===== src/rtl/mcu_bus_transmitter_pkg.sv =====
// Shared definitions for the host-side MCU bus transmitter: bus field widths,
// FSM states and the command codes understood by the GPU message broker.
package mcu_bus_transmitter_pkg;

  localparam int BUS_WIDTH        = 8;
  localparam int PIXEL_WIDTH      = 12;
  localparam int PIXEL_HIGH_WIDTH = PIXEL_WIDTH - BUS_WIDTH;
  localparam int BEAT_COUNT_WIDTH = 16;

  // Command codes shared with the broker
  localparam logic [BUS_WIDTH-1:0] CMD_START_VGA = 8'd2;

  typedef enum logic [1:0] {
    IDLE  = 2'd0,
    SETUP = 2'd1,
    HIGH  = 2'd2,
    HOLD  = 2'd3
  } bus_state_t;

  function automatic int max_of3(input int a, input int b, input int c);
    int m;
    m = (a > b) ? a : b;
    return (m > c) ? m : c;
  endfunction

endpackage


===== src/rtl/mcu_bus_transmitter_if.sv =====
// Host handshake plus MCU bus beat signals; master is the item source,
// slave is the transmitter that turns items into strobed beats.
interface mcu_bus_transmitter_if;
  import mcu_bus_transmitter_pkg::*;

  logic                   cmd_valid;
  logic [BUS_WIDTH-1:0]   cmd_data;
  logic                   cmd_ready;
  logic                   pix_valid;
  logic [PIXEL_WIDTH-1:0] pix_data;
  logic                   pix_ready;
  logic [BUS_WIDTH-1:0]   mcu_bus_out;
  logic                   mcu_bus_oe;
  logic                   mcu_bus_clock;
  logic                   mcu_bus_command_data;

  modport master (
    output cmd_valid, cmd_data, pix_valid, pix_data,
    input  cmd_ready, pix_ready,
    input  mcu_bus_out, mcu_bus_oe, mcu_bus_clock, mcu_bus_command_data
  );

  modport slave (
    input  cmd_valid, cmd_data, pix_valid, pix_data,
    output cmd_ready, pix_ready,
    output mcu_bus_out, mcu_bus_oe, mcu_bus_clock, mcu_bus_command_data
  );

endinterface


===== src/rtl/mcu_bus_transmitter_bus_phase_timer.sv =====
// Down-counter timing one bus phase: load with (cycles-1) on phase entry,
// done is high during the final cycle of the phase.
module bus_phase_timer #(
  parameter int WIDTH = 3
) (
  input  logic             system_clock,
  input  logic             reset,
  input  logic             load,
  input  logic [WIDTH-1:0] load_value,
  output logic             done
);

  logic [WIDTH-1:0] count;

  always_ff @(posedge system_clock) begin
    if (reset) begin
      count <= '0;
    end else if (load) begin
      count <= load_value;
    end else if (count != '0) begin
      count <= count - 1'b1;
    end
  end

  assign done = (count == '0);

endmodule


===== src/rtl/mcu_bus_transmitter.sv =====
// Host-side MCU bus driver: accepts command bytes and 12-bit pixels and emits
// them as setup/strobe-high/hold bus beats (one per command, two per pixel).
module mcu_bus_transmitter
  import mcu_bus_transmitter_pkg::*;
#(
  parameter int SETUP_CYCLES = 2,
  parameter int HIGH_CYCLES  = 2,
  parameter int HOLD_CYCLES  = 1
) (
  input  logic                        system_clock,
  input  logic                        reset,
  mcu_bus_transmitter_if.slave        bus,
  output logic                        busy,
  output logic [BEAT_COUNT_WIDTH-1:0] beat_count
);

  localparam int MAX_CYCLES = max_of3(SETUP_CYCLES, HIGH_CYCLES, HOLD_CYCLES);
  localparam int PHASE_W    = $clog2(MAX_CYCLES) + 1;

  localparam logic [PHASE_W-1:0] SETUP_LOAD = PHASE_W'(SETUP_CYCLES - 1);
  localparam logic [PHASE_W-1:0] HIGH_LOAD  = PHASE_W'(HIGH_CYCLES - 1);
  localparam logic [PHASE_W-1:0] HOLD_LOAD  = PHASE_W'(HOLD_CYCLES - 1);

  if (SETUP_CYCLES < 1) begin : g_bad_setup
    $error("SETUP_CYCLES must be at least 1");
  end
  if (HIGH_CYCLES < 1) begin : g_bad_high
    $error("HIGH_CYCLES must be at least 1");
  end
  if (HOLD_CYCLES < 1) begin : g_bad_hold
    $error("HOLD_CYCLES must be at least 1");
  end

  bus_state_t                  state;
  bus_state_t                  state_next;
  logic                        timer_load;
  logic [PHASE_W-1:0]          timer_value;
  logic                        timer_done;
  logic                        accept_cmd;
  logic                        accept_pix;
  logic                        start_second_beat;
  logic                        beat_done;
  logic                        cmd_ready_c;
  logic                        pix_ready_c;
  logic                        second_beat_pending;
  logic [PIXEL_HIGH_WIDTH-1:0] pix_high;
  logic [BUS_WIDTH-1:0]        bus_byte;
  logic                        bus_flag;
  logic                        bus_strobe;
  logic                        bus_oe;
  logic                        busy_q;
  logic [BEAT_COUNT_WIDTH-1:0] beat_count_q;

  bus_phase_timer #(
    .WIDTH (PHASE_W)
  ) u_phase_timer (
    .system_clock (system_clock),
    .reset        (reset),
    .load         (timer_load),
    .load_value   (timer_value),
    .done         (timer_done)
  );

  always_ff @(posedge system_clock) begin
    if (reset) begin
      state <= IDLE;
    end else begin
      state <= state_next;
    end
  end

  // Commands win over pixels when both are offered in the same idle cycle
  always_comb begin
    state_next        = state;
    timer_load        = 1'b0;
    timer_value       = '0;
    accept_cmd        = 1'b0;
    accept_pix        = 1'b0;
    start_second_beat = 1'b0;
    beat_done         = 1'b0;
    cmd_ready_c       = (state == IDLE) && !reset;
    pix_ready_c       = (state == IDLE) && !reset && !bus.cmd_valid;
    case (state)
      IDLE: begin
        if (bus.cmd_valid && cmd_ready_c) begin
          accept_cmd  = 1'b1;
          state_next  = SETUP;
          timer_load  = 1'b1;
          timer_value = SETUP_LOAD;
        end else if (bus.pix_valid && pix_ready_c) begin
          accept_pix  = 1'b1;
          state_next  = SETUP;
          timer_load  = 1'b1;
          timer_value = SETUP_LOAD;
        end
      end
      SETUP: begin
        if (timer_done) begin
          state_next  = HIGH;
          timer_load  = 1'b1;
          timer_value = HIGH_LOAD;
        end
      end
      HIGH: begin
        if (timer_done) begin
          state_next  = HOLD;
          timer_load  = 1'b1;
          timer_value = HOLD_LOAD;
        end
      end
      HOLD: begin
        if (timer_done) begin
          beat_done = 1'b1;
          if (second_beat_pending) begin
            start_second_beat = 1'b1;
            state_next        = SETUP;
            timer_load        = 1'b1;
            timer_value       = SETUP_LOAD;
          end else begin
            state_next = IDLE;
          end
        end
      end
      default: state_next = IDLE;
    endcase
  end

  // Bus outputs are registered from the next state so the strobe cannot glitch
  always_ff @(posedge system_clock) begin
    if (reset) begin
      bus_byte            <= '0;
      bus_flag            <= 1'b0;
      bus_strobe          <= 1'b0;
      bus_oe              <= 1'b0;
      busy_q              <= 1'b0;
      beat_count_q        <= '0;
      second_beat_pending <= 1'b0;
      pix_high            <= '0;
    end else begin
      bus_strobe <= (state_next == HIGH);
      bus_oe     <= (state_next != IDLE);
      busy_q     <= (state_next != IDLE);
      if (accept_cmd) begin
        bus_byte            <= bus.cmd_data;
        bus_flag            <= 1'b1;
        second_beat_pending <= 1'b0;
      end else if (accept_pix) begin
        bus_byte            <= bus.pix_data[BUS_WIDTH-1:0];
        bus_flag            <= 1'b0;
        second_beat_pending <= 1'b1;
        pix_high            <= bus.pix_data[PIXEL_WIDTH-1:BUS_WIDTH];
      end else if (start_second_beat) begin
        bus_byte            <= {{(BUS_WIDTH-PIXEL_HIGH_WIDTH){1'b0}}, pix_high};
        second_beat_pending <= 1'b0;
      end
      if (beat_done) begin
        beat_count_q <= beat_count_q + 1'b1;
      end
    end
  end

  assign bus.cmd_ready            = cmd_ready_c;
  assign bus.pix_ready            = pix_ready_c;
  assign bus.mcu_bus_out          = bus_byte;
  assign bus.mcu_bus_oe           = bus_oe;
  assign bus.mcu_bus_clock        = bus_strobe;
  assign bus.mcu_bus_command_data = bus_flag;
  assign busy                     = busy_q;
  assign beat_count               = beat_count_q;

endmodule


===== src/flat_wrapper.sv =====
// flat-port wrapper written by rule: the top's interface ports become plain ports
module mcu_bus_transmitter_flat import mcu_bus_transmitter_pkg::*;
#(
  parameter int SETUP_CYCLES = 2,
  parameter int HIGH_CYCLES  = 2,
  parameter int HOLD_CYCLES  = 1
)
  (system_clock, reset, busy, beat_count, bus_cmd_valid, bus_cmd_data, bus_pix_valid, bus_pix_data, bus_cmd_ready, bus_pix_ready, bus_mcu_bus_out, bus_mcu_bus_oe, bus_mcu_bus_clock, bus_mcu_bus_command_data);
  mcu_bus_transmitter_if bus_i ();
  input  logic system_clock;
  input  logic reset;
  output logic busy;
  output logic [BEAT_COUNT_WIDTH-1:0] beat_count;
  input wire logic [$bits(bus_i.cmd_valid)-1:0] bus_cmd_valid;
  input wire logic [$bits(bus_i.cmd_data)-1:0] bus_cmd_data;
  input wire logic [$bits(bus_i.pix_valid)-1:0] bus_pix_valid;
  input wire logic [$bits(bus_i.pix_data)-1:0] bus_pix_data;
  output wire logic [$bits(bus_i.cmd_ready)-1:0] bus_cmd_ready;
  output wire logic [$bits(bus_i.pix_ready)-1:0] bus_pix_ready;
  output wire logic [$bits(bus_i.mcu_bus_out)-1:0] bus_mcu_bus_out;
  output wire logic [$bits(bus_i.mcu_bus_oe)-1:0] bus_mcu_bus_oe;
  output wire logic [$bits(bus_i.mcu_bus_clock)-1:0] bus_mcu_bus_clock;
  output wire logic [$bits(bus_i.mcu_bus_command_data)-1:0] bus_mcu_bus_command_data;
  assign bus_i.cmd_valid = bus_cmd_valid;
  assign bus_i.cmd_data = bus_cmd_data;
  assign bus_i.pix_valid = bus_pix_valid;
  assign bus_i.pix_data = bus_pix_data;
  assign bus_cmd_ready = bus_i.cmd_ready;
  assign bus_pix_ready = bus_i.pix_ready;
  assign bus_mcu_bus_out = bus_i.mcu_bus_out;
  assign bus_mcu_bus_oe = bus_i.mcu_bus_oe;
  assign bus_mcu_bus_clock = bus_i.mcu_bus_clock;
  assign bus_mcu_bus_command_data = bus_i.mcu_bus_command_data;
  mcu_bus_transmitter #(.SETUP_CYCLES(SETUP_CYCLES), .HIGH_CYCLES(HIGH_CYCLES), .HOLD_CYCLES(HOLD_CYCLES)) u_core (.system_clock(system_clock), .reset(reset), .bus(bus_i), .busy(busy), .beat_count(beat_count));
endmodule

===== config.mk =====
export PLATFORM = sky130hd
export DESIGN_NAME = mcu_bus_transmitter_flat
export DESIGN_NICKNAME = d
export VERILOG_FILES = /design/src/rtl/mcu_bus_transmitter_pkg.sv /design/src/rtl/mcu_bus_transmitter_if.sv /design/src/rtl/mcu_bus_transmitter_bus_phase_timer.sv /design/src/rtl/mcu_bus_transmitter.sv /design/src/flat_wrapper.sv
export SDC_FILE = /design/constraint.sdc
export NUM_CORES = 1
export LEC_CHECK = 0
export CAP_MARGIN = 20
export CORE_UTILIZATION = 49
export CTS_CLUSTER_DIAMETER = 200
export CTS_CLUSTER_SIZE = 20
export DETAILED_ROUTE_END_ITERATION = 6
export PLACE_DENSITY = 0.84
export SYNTH_ARGS = -nofsm -noshare
export SYNTH_HDL_FRONTEND = slang
export SYNTH_SLANG_ARGS = --single-unit
export TNS_END_PERCENT = 20

===== constraint.sdc =====
create_clock -name system_clock -period 3.3 [get_ports system_clock]
set_input_delay 0.66 -clock system_clock [delete_from_list [all_inputs] [get_ports system_clock]]
set_output_delay 0.66 -clock system_clock [all_outputs]
set_load 0.01 [all_outputs]

==> results of run 1 <==
layout make-up:
class                   instances  area [um2]
fillers                       273         998
inverters                       7        26.3
clock inverters                 2        35.0
repair buffers                 54         538
flip-flops and latches         36         721
multi-input cells             141         920
well taps                      46        57.6
clock buffers                   6        41.3
critical path, cell delays in order:
cell and delay [ns]:
clkdlybuf4s50_1 0.43, nand2b_1 0.24, inv_2 0.17, clkdlybuf4s50_1 0.56
layer usage:
layer / routed length [um] / vias up / global-route usage, % / share of wire, %
li1: - / 793 / - / -
met1: 1580 / 748 / 23.9 / 44
met2: 1810 / 43 / 36.6 / 50
met3: 128 / 8 / 3.84 / 3.6
met4: 60 / 0 / 8.77 / 1.7
met5: 0 / - / 0 / 0
stage by stage:
| step | worst slack, ns | utilization (%) |
|---|---|---|
| after floorplan | 1.45 | - |
| after global placement | 0.575 | 67.8 |
| after detailed placement | 0.592 | 67.8 |
| after CTS | 0.573 | 70.1 |
| after global routing | 0.502 | 70.1 |
| final | 0.577 | 70.1 |
cells in the mapped netlist (3+ instances only):
cell / n / area (um2)
nor3_1: 3 / 15.0
ha_1: 8 / 100
dfxtp_1: 36 / 721
xnor2_1: 3 / 26.3
nand2_1: 22 / 82.6
nand4_1: 5 / 31.3
nand3_1: 5 / 25.0
clkbuf_1: 5 / 18.8
o221ai_1: 4 / 35.0
nor2b_1: 3 / 18.8
o21ai_0: 5 / 25.0
nor2_1: 20 / 75.1
a21oi_1: 17 / 85.1
a222oi_1: 4 / 40.0
inv_1: 6 / 22.5
a22o_1: 4 / 35.0
xor2_1: 9 / 78.8
cell usage in the layout (no fill, tap or decap), types with 3 or more instances in the layout:
| cell | synthesis | layout |
|---|---|---|
| clkbuf_4 | 0 | 5 |
| a22o_1 | 4 | 4 |
| nor2_1 | 20 | 20 |
| clkdlybuf4s50_1 | 0 | 53 |
| nand3_1 | 5 | 5 |
| a21oi_1 | 17 | 17 |
| a222oi_1 | 4 | 4 |
| dfxtp_1 | 36 | 36 |
| nand4_1 | 5 | 5 |
| o21ai_0 | 5 | 5 |
| ha_1 | 8 | 8 |
| xnor2_1 | 3 | 3 |
| o221ai_1 | 4 | 4 |
| nand2_1 | 22 | 22 |
| inv_1 | 6 | 6 |
| xor2_1 | 9 | 9 |
| nor2b_1 | 3 | 3 |
| nor3_1 | 3 | 3 |
power breakdown:
part	switching, mW	internal [mW]
logic	0.268	0.243
registers	0.0343	0.492
clock network	0.147	0.159
cells by family (layout without fill, tap and decap cells):
group	count (synthesis)	count (layout)	synth area share, %
simple gates	76	76	24.1
compound gates	45	45	17.9
flops	36	36	42.3
buf+inv	15	69	3.67
xor+xnor	12	12	6.17
fa+ha+maj	8	8	5.88
path summary, 6_finish.rpt:
path	startpoint	end	depth (start not counted)
max	reset	bus_cmd_ready	4
min	u_core.bus.mcu_bus_out[1]	u_core.bus.mcu_bus_out[1]	2
max reg2reg	u_core.state[0]	u_core.beat_count[15]	5
min reg2reg	u_core.bus.mcu_bus_out[1]	u_core.bus.mcu_bus_out[1]	2
state kept, by name (all words and copies together) (netlist names):
register                         count
u_core.second_beat_pending           1
u_core.beat_count                   16
u_core.bus.mcu_bus_oe                1
u_core.bus.mcu_bus_clock             1
u_core.bus.mcu_bus_out               8
u_core.u_phase_timer.count           2
u_core.state                         2
u_core.bus.mcu_bus_command_data      1
u_core.pix_high                      4
==> reports/qor.yml, run 1 <==
routing:
  dr.pass1.iters: 5
  route.detailed.drc: 0
  routed-via-count: 1592
  ant_nets: 0
  wirelength_mm: 3.58
  detail_route.wl_per_cell_um: 12.3
  vias_per_cell: 5.45
  drtIter0Drc: 87
power:
  p_per_area_mw_per_mm2: 574
  p_leak_nw: 0.859
  total_power_mw: 1.34
  ir_drop_mv: 0.499
sta:
  fin_crit_ns: 2.72
  skew_ns: 0.00924
  rsz0062_at_grt: "no"
  worst_slew_pin_slew_ns: 0.671
  fmax_ghz: 0.367
  final.setup.tns_ns: 0
  hold_violations: 0
  max-slew-margin-rel_pct: 55.1
  fin_hold_ws_ns: 0.461
  slew_viol_final: 0
  post-route-period-util_pct: 82.5
  setup_viol: 0
global_route:
  grt_max_degree: 36
  grt_pass1_wl_mm: 5.65
  antenna_found_initial: 0
  grt_overflow_total: 0
  grtUsageTotal_pct: 20.5
  grt_pass1_vias: 1363
clock_network:
  clockBufferDepth: 2
  cts_buffers: 5
  holdBufCountCts: 0
  post_cts_resized: 0
  clock_sinks: 36
  post-cts-setup-buffers: 0
  cts.clk_slew.worst_paths_ns: 0.11
  clock_latency_ns: 0.34
  htree_levels: 2
  clockRootBuffer: "clkbuf_4"
  cts_tree: "built"
yosys:
  synth_edf_count: 0
  synth.ff_latch_count: 36
  synthCells: 192
  ys_types: 43
  synthFlopType: "dfxtp_1"
  async_flop_share_pct: 0
  syn_nets: 224
  yosys_warnings: 0
  seq_area_frac_synth_pct: 42.3
  avgSynthCellArea_um2: 8.87
  syn_area_mm2: 0.00170
floorplan:
  initial_core_util_pct: 51.0
  die_h_um: 61.0
  core-area_mm2: 0.00334
  placementRows: 21
  dieArea_mm2: 0.00371
  die_w_um: 61.0
  ios: 54
place:
  place_inst: 284
  place.gp.congestion: 0.780
  placed_area_mm2: 0.00226
  port_buffers: 53
  hpwlAfterDp_mm: 2.61
finish:
  layout.nets: 277
  final_area_mm2: 0.00234
  instances_no_fill: 292
  antenna_cells: 0
  area_growth_pct: 37.3
  drive_above_1_share_pct: 6.91
critical_path:
  cp_data_required_time_ns: 2.64
  critPathMaxFanout: 9
  cp-end-kind: "primary output"
  r2r_setup_slack_ns: 1.43
  crit_type: "in -> out"
  startpoint_type: "primary input"
  arrival_ns: 2.06
run_status:
  outcome: "finished clean"
run:
  drv_cap: 0
hold_path:
  hp-class: "reg -> reg"
Power figures use the tool's default switching activity.
==> run 2: changes to the inputs <==
- CORE_UTILIZATION: 49 -> 41
- PLACE_DENSITY: 0.84 -> 0.75
- clock period: 3.3 -> 2.4 ns (I/O delays scaled with it)
==> run 2 against run 1 <==
  * Sequential power grew 38%
  * Combinational power increased by 45%
  * Routed wire length is 9.3% higher
  * Cell area up 4.0%
  * Sequential share of layout area down 1.2 points
  * Die area grew 19%
  * Via count up 0.88%
==> reports/qor.yml, run 2 (synthesized netlist as in run 1, its figures left out) <==
global_route:
  grt_max_degree: 36  # unchanged
  grt_pass1_vias: 1478  # was 1363
  grtUsageTotal_pct: 19.2  # was 20.5%
  antenna_found_initial: 0  # unchanged
  grt_overflow_total: 0  # unchanged
  grt_pass1_wl_mm: 6.38  # was 5.65 mm
clock_network:
  post_cts_resized: 0  # unchanged
  post-cts-setup-buffers: 0  # unchanged
  clock_latency_ns: 0.30  # was 0.34 ns
  clockBufferDepth: 2  # unchanged
  cts.clk_slew.worst_paths_ns: 0.07  # was 0.11 ns
  cts_buffers: 5  # unchanged
  clock_sinks: 36  # unchanged
  holdBufCountCts: 0  # unchanged
  clockRootBuffer: "clkbuf_8"  # was clkbuf_4
  cts_tree: "built"  # unchanged
  htree_levels: 2  # unchanged
place:
  hpwlAfterDp_mm: 2.82  # was 2.61 mm
  placed_area_mm2: 0.00230  # was 0.00226 mm2
  dpl_worst_slack_ns: 0.116  # was 0.592 ns
  place.gp.congestion: 0.811  # was 0.780
  place_inst: 293  # was 284
  port_buffers: 53  # unchanged
floorplan:
  die_w_um: 66.4  # was 61.0 um
  initial_core_util_pct: 42.6  # was 51.0%
  ios: 54  # unchanged
  die_h_um: 66.4  # was 61.0 um
  core-area_mm2: 0.00400  # was 0.00334 mm2
  placementRows: 23  # was 21
  dieArea_mm2: 0.00441  # was 0.00371 mm2
sta:
  post-route-period-util_pct: 94.4
  hold_violations: 0  # unchanged
  rsz0062_at_grt: "no"  # unchanged
  final.setup.tns_ns: 0  # unchanged
  worst_slew_pin_slew_ns: 0.411  # was 0.671 ns
  fmax_ghz: 0.441
  worst_slack_ns: 0.133  # was 0.577 ns
  fin_hold_ws_ns: 0.458  # was 0.461 ns
  skew_ns: 0.00571  # was 0.00924 ns
  setup_viol: 0  # unchanged
  fin_crit_ns: 2.27
  slew_viol_final: 0  # unchanged
  max-slew-margin-rel_pct: 72.6  # was 55.1%
routing:
  drtIter0Drc: 107  # was 87
  vias_per_cell: 5.34  # was 5.45
  dr.pass1.iters: 4  # was 5
  detail_route.wl_per_cell_um: 13.0  # was 12.3 um
  ant_nets: 0  # unchanged
  wirelength_mm: 3.91  # was 3.58 mm
  route.detailed.drc: 0  # unchanged
  routed-via-count: 1606  # was 1592
power:
  intPower_mw: 1.41  # was 893 uW
  p_switching_uw: 649  # was 449 uW
  p_per_area_mw_per_mm2: 846  # was 574 mW/mm2
  clockPowerShare_pct: 28.9  # was 22.8%
  p_comb_share_pct: 35.9  # was 38.1%
  power.switching_fraction_pct: 31.5  # was 33.5%
  sequentialPowerShare_pct: 35.2  # was 39.2%
  p_leak_nw: 0.906  # was 0.859 nW
  ir_drop_mv: 0.641  # was 0.499 mV
finish:
  mostFrequentLayoutCells: "clkdlybuf4s50_1 (53), dfxtp_1 (36), nand2_1 (22)"  # unchanged
  largest_reg_flops: 16  # unchanged
  final_area_mm2: 0.00243  # was 0.00234 mm2
  area_growth_pct: 42.8  # was 37.3%
  drive_above_1_share_pct: 9.16  # was 6.91%
  antenna_cells: 0  # unchanged
  layout.nets: 282  # was 277
  final_common_cell: "clkdlybuf4s50_1"  # unchanged
  instances_no_fill: 301  # was 292
run_status:
  outcome: "finished clean"  # unchanged
critical_path:
  crit_type: "in -> out"  # unchanged
  arrival_ns: 1.79  # was 2.06 ns
  startpoint_type: "primary input"  # unchanged
  critPathMaxFanout: 3  # was 9
  cp-end-kind: "primary output"  # unchanged
  cp_data_required_time_ns: 1.92  # was 2.64 ns
hold_path:
  hp-class: "reg -> reg"  # unchanged
run:
  drv_cap: 0  # unchanged
-- run 2: cell types whose count changed in the layout (fill, tap and decap cells not counted) --
cell / before / now
buf_4: 1 / 6
clkbuf_1: 1 / 0
clkbuf_4: 5 / 0
clkbuf_8: 0 / 7
clkinv_2: 1 / 0
-- run 2: power by group through the flow --
stage	combinational [mW]	sequential [mW]	clock, mW
floorplan	0.447	0.751	0
global placement	0.724	0.737	0
global route	0.813	0.733	0.627
CTS	0.744	0.724	0.603
detailed placement	0.739	0.737	0
finish	0.739	0.724	0.594
-- run 2: through the flow --
| step | total power [mW] | util [%] |
|---|---|---|
| 2_1_floorplan | 1.20 | - |
| 3_3_place_gp | 1.46 | 57.6 |
| 3_5_place_dp | 1.48 | 57.6 |
| 4_1_cts | 2.07 | 60.8 |
| 5_1_grt | 2.17 | 60.8 |
| 6_report | 2.06 | 60.8 |
-- run 2: worst max-delay path, cell delays in order --
cell and delay (ns):
clkdlybuf4s50_1 0.45, nand2b_1 0.21, nor2_1 0.11, clkdlybuf4s50_1 0.54
-- run 2: cell type report --
type                    count  area, um2
well taps                  50       62.6
flip-flops and latches     36        721
multi-input cells         141        920
clock buffers               7       96.3
inverters                   7       26.3
repair buffers             59        576
clock inverters             1       30.0
fillers                   384       1570
-- run 2: per-layer routing --
layer / routed length (um) / global-route usage [%] / share of wire [%] / vias up
li1: - / - / - / 804
met1: 1840 / 22.6 / 47 / 754
met2: 1830 / 31.8 / 47 / 40
met3: 153 / 4.14 / 3.9 / 8
met4: 93 / 11.2 / 2.4 / 0
met5: 0 / 0 / 0 / -
-- run 2: final timing paths --
path,startpoint,endpoint,slack (ns),depth (start not counted)
worst max-delay path,reset,bus_pix_ready,0.13,4
worst min-delay path,u_core.bus.mcu_bus_out[1],u_core.bus.mcu_bus_out[1],0.46,2
worst max register to register,u_core.state[1],u_core.beat_count[15],0.50,5
worst min register to register,u_core.bus.mcu_bus_out[1],u_core.bus.mcu_bus_out[1],0.46,2
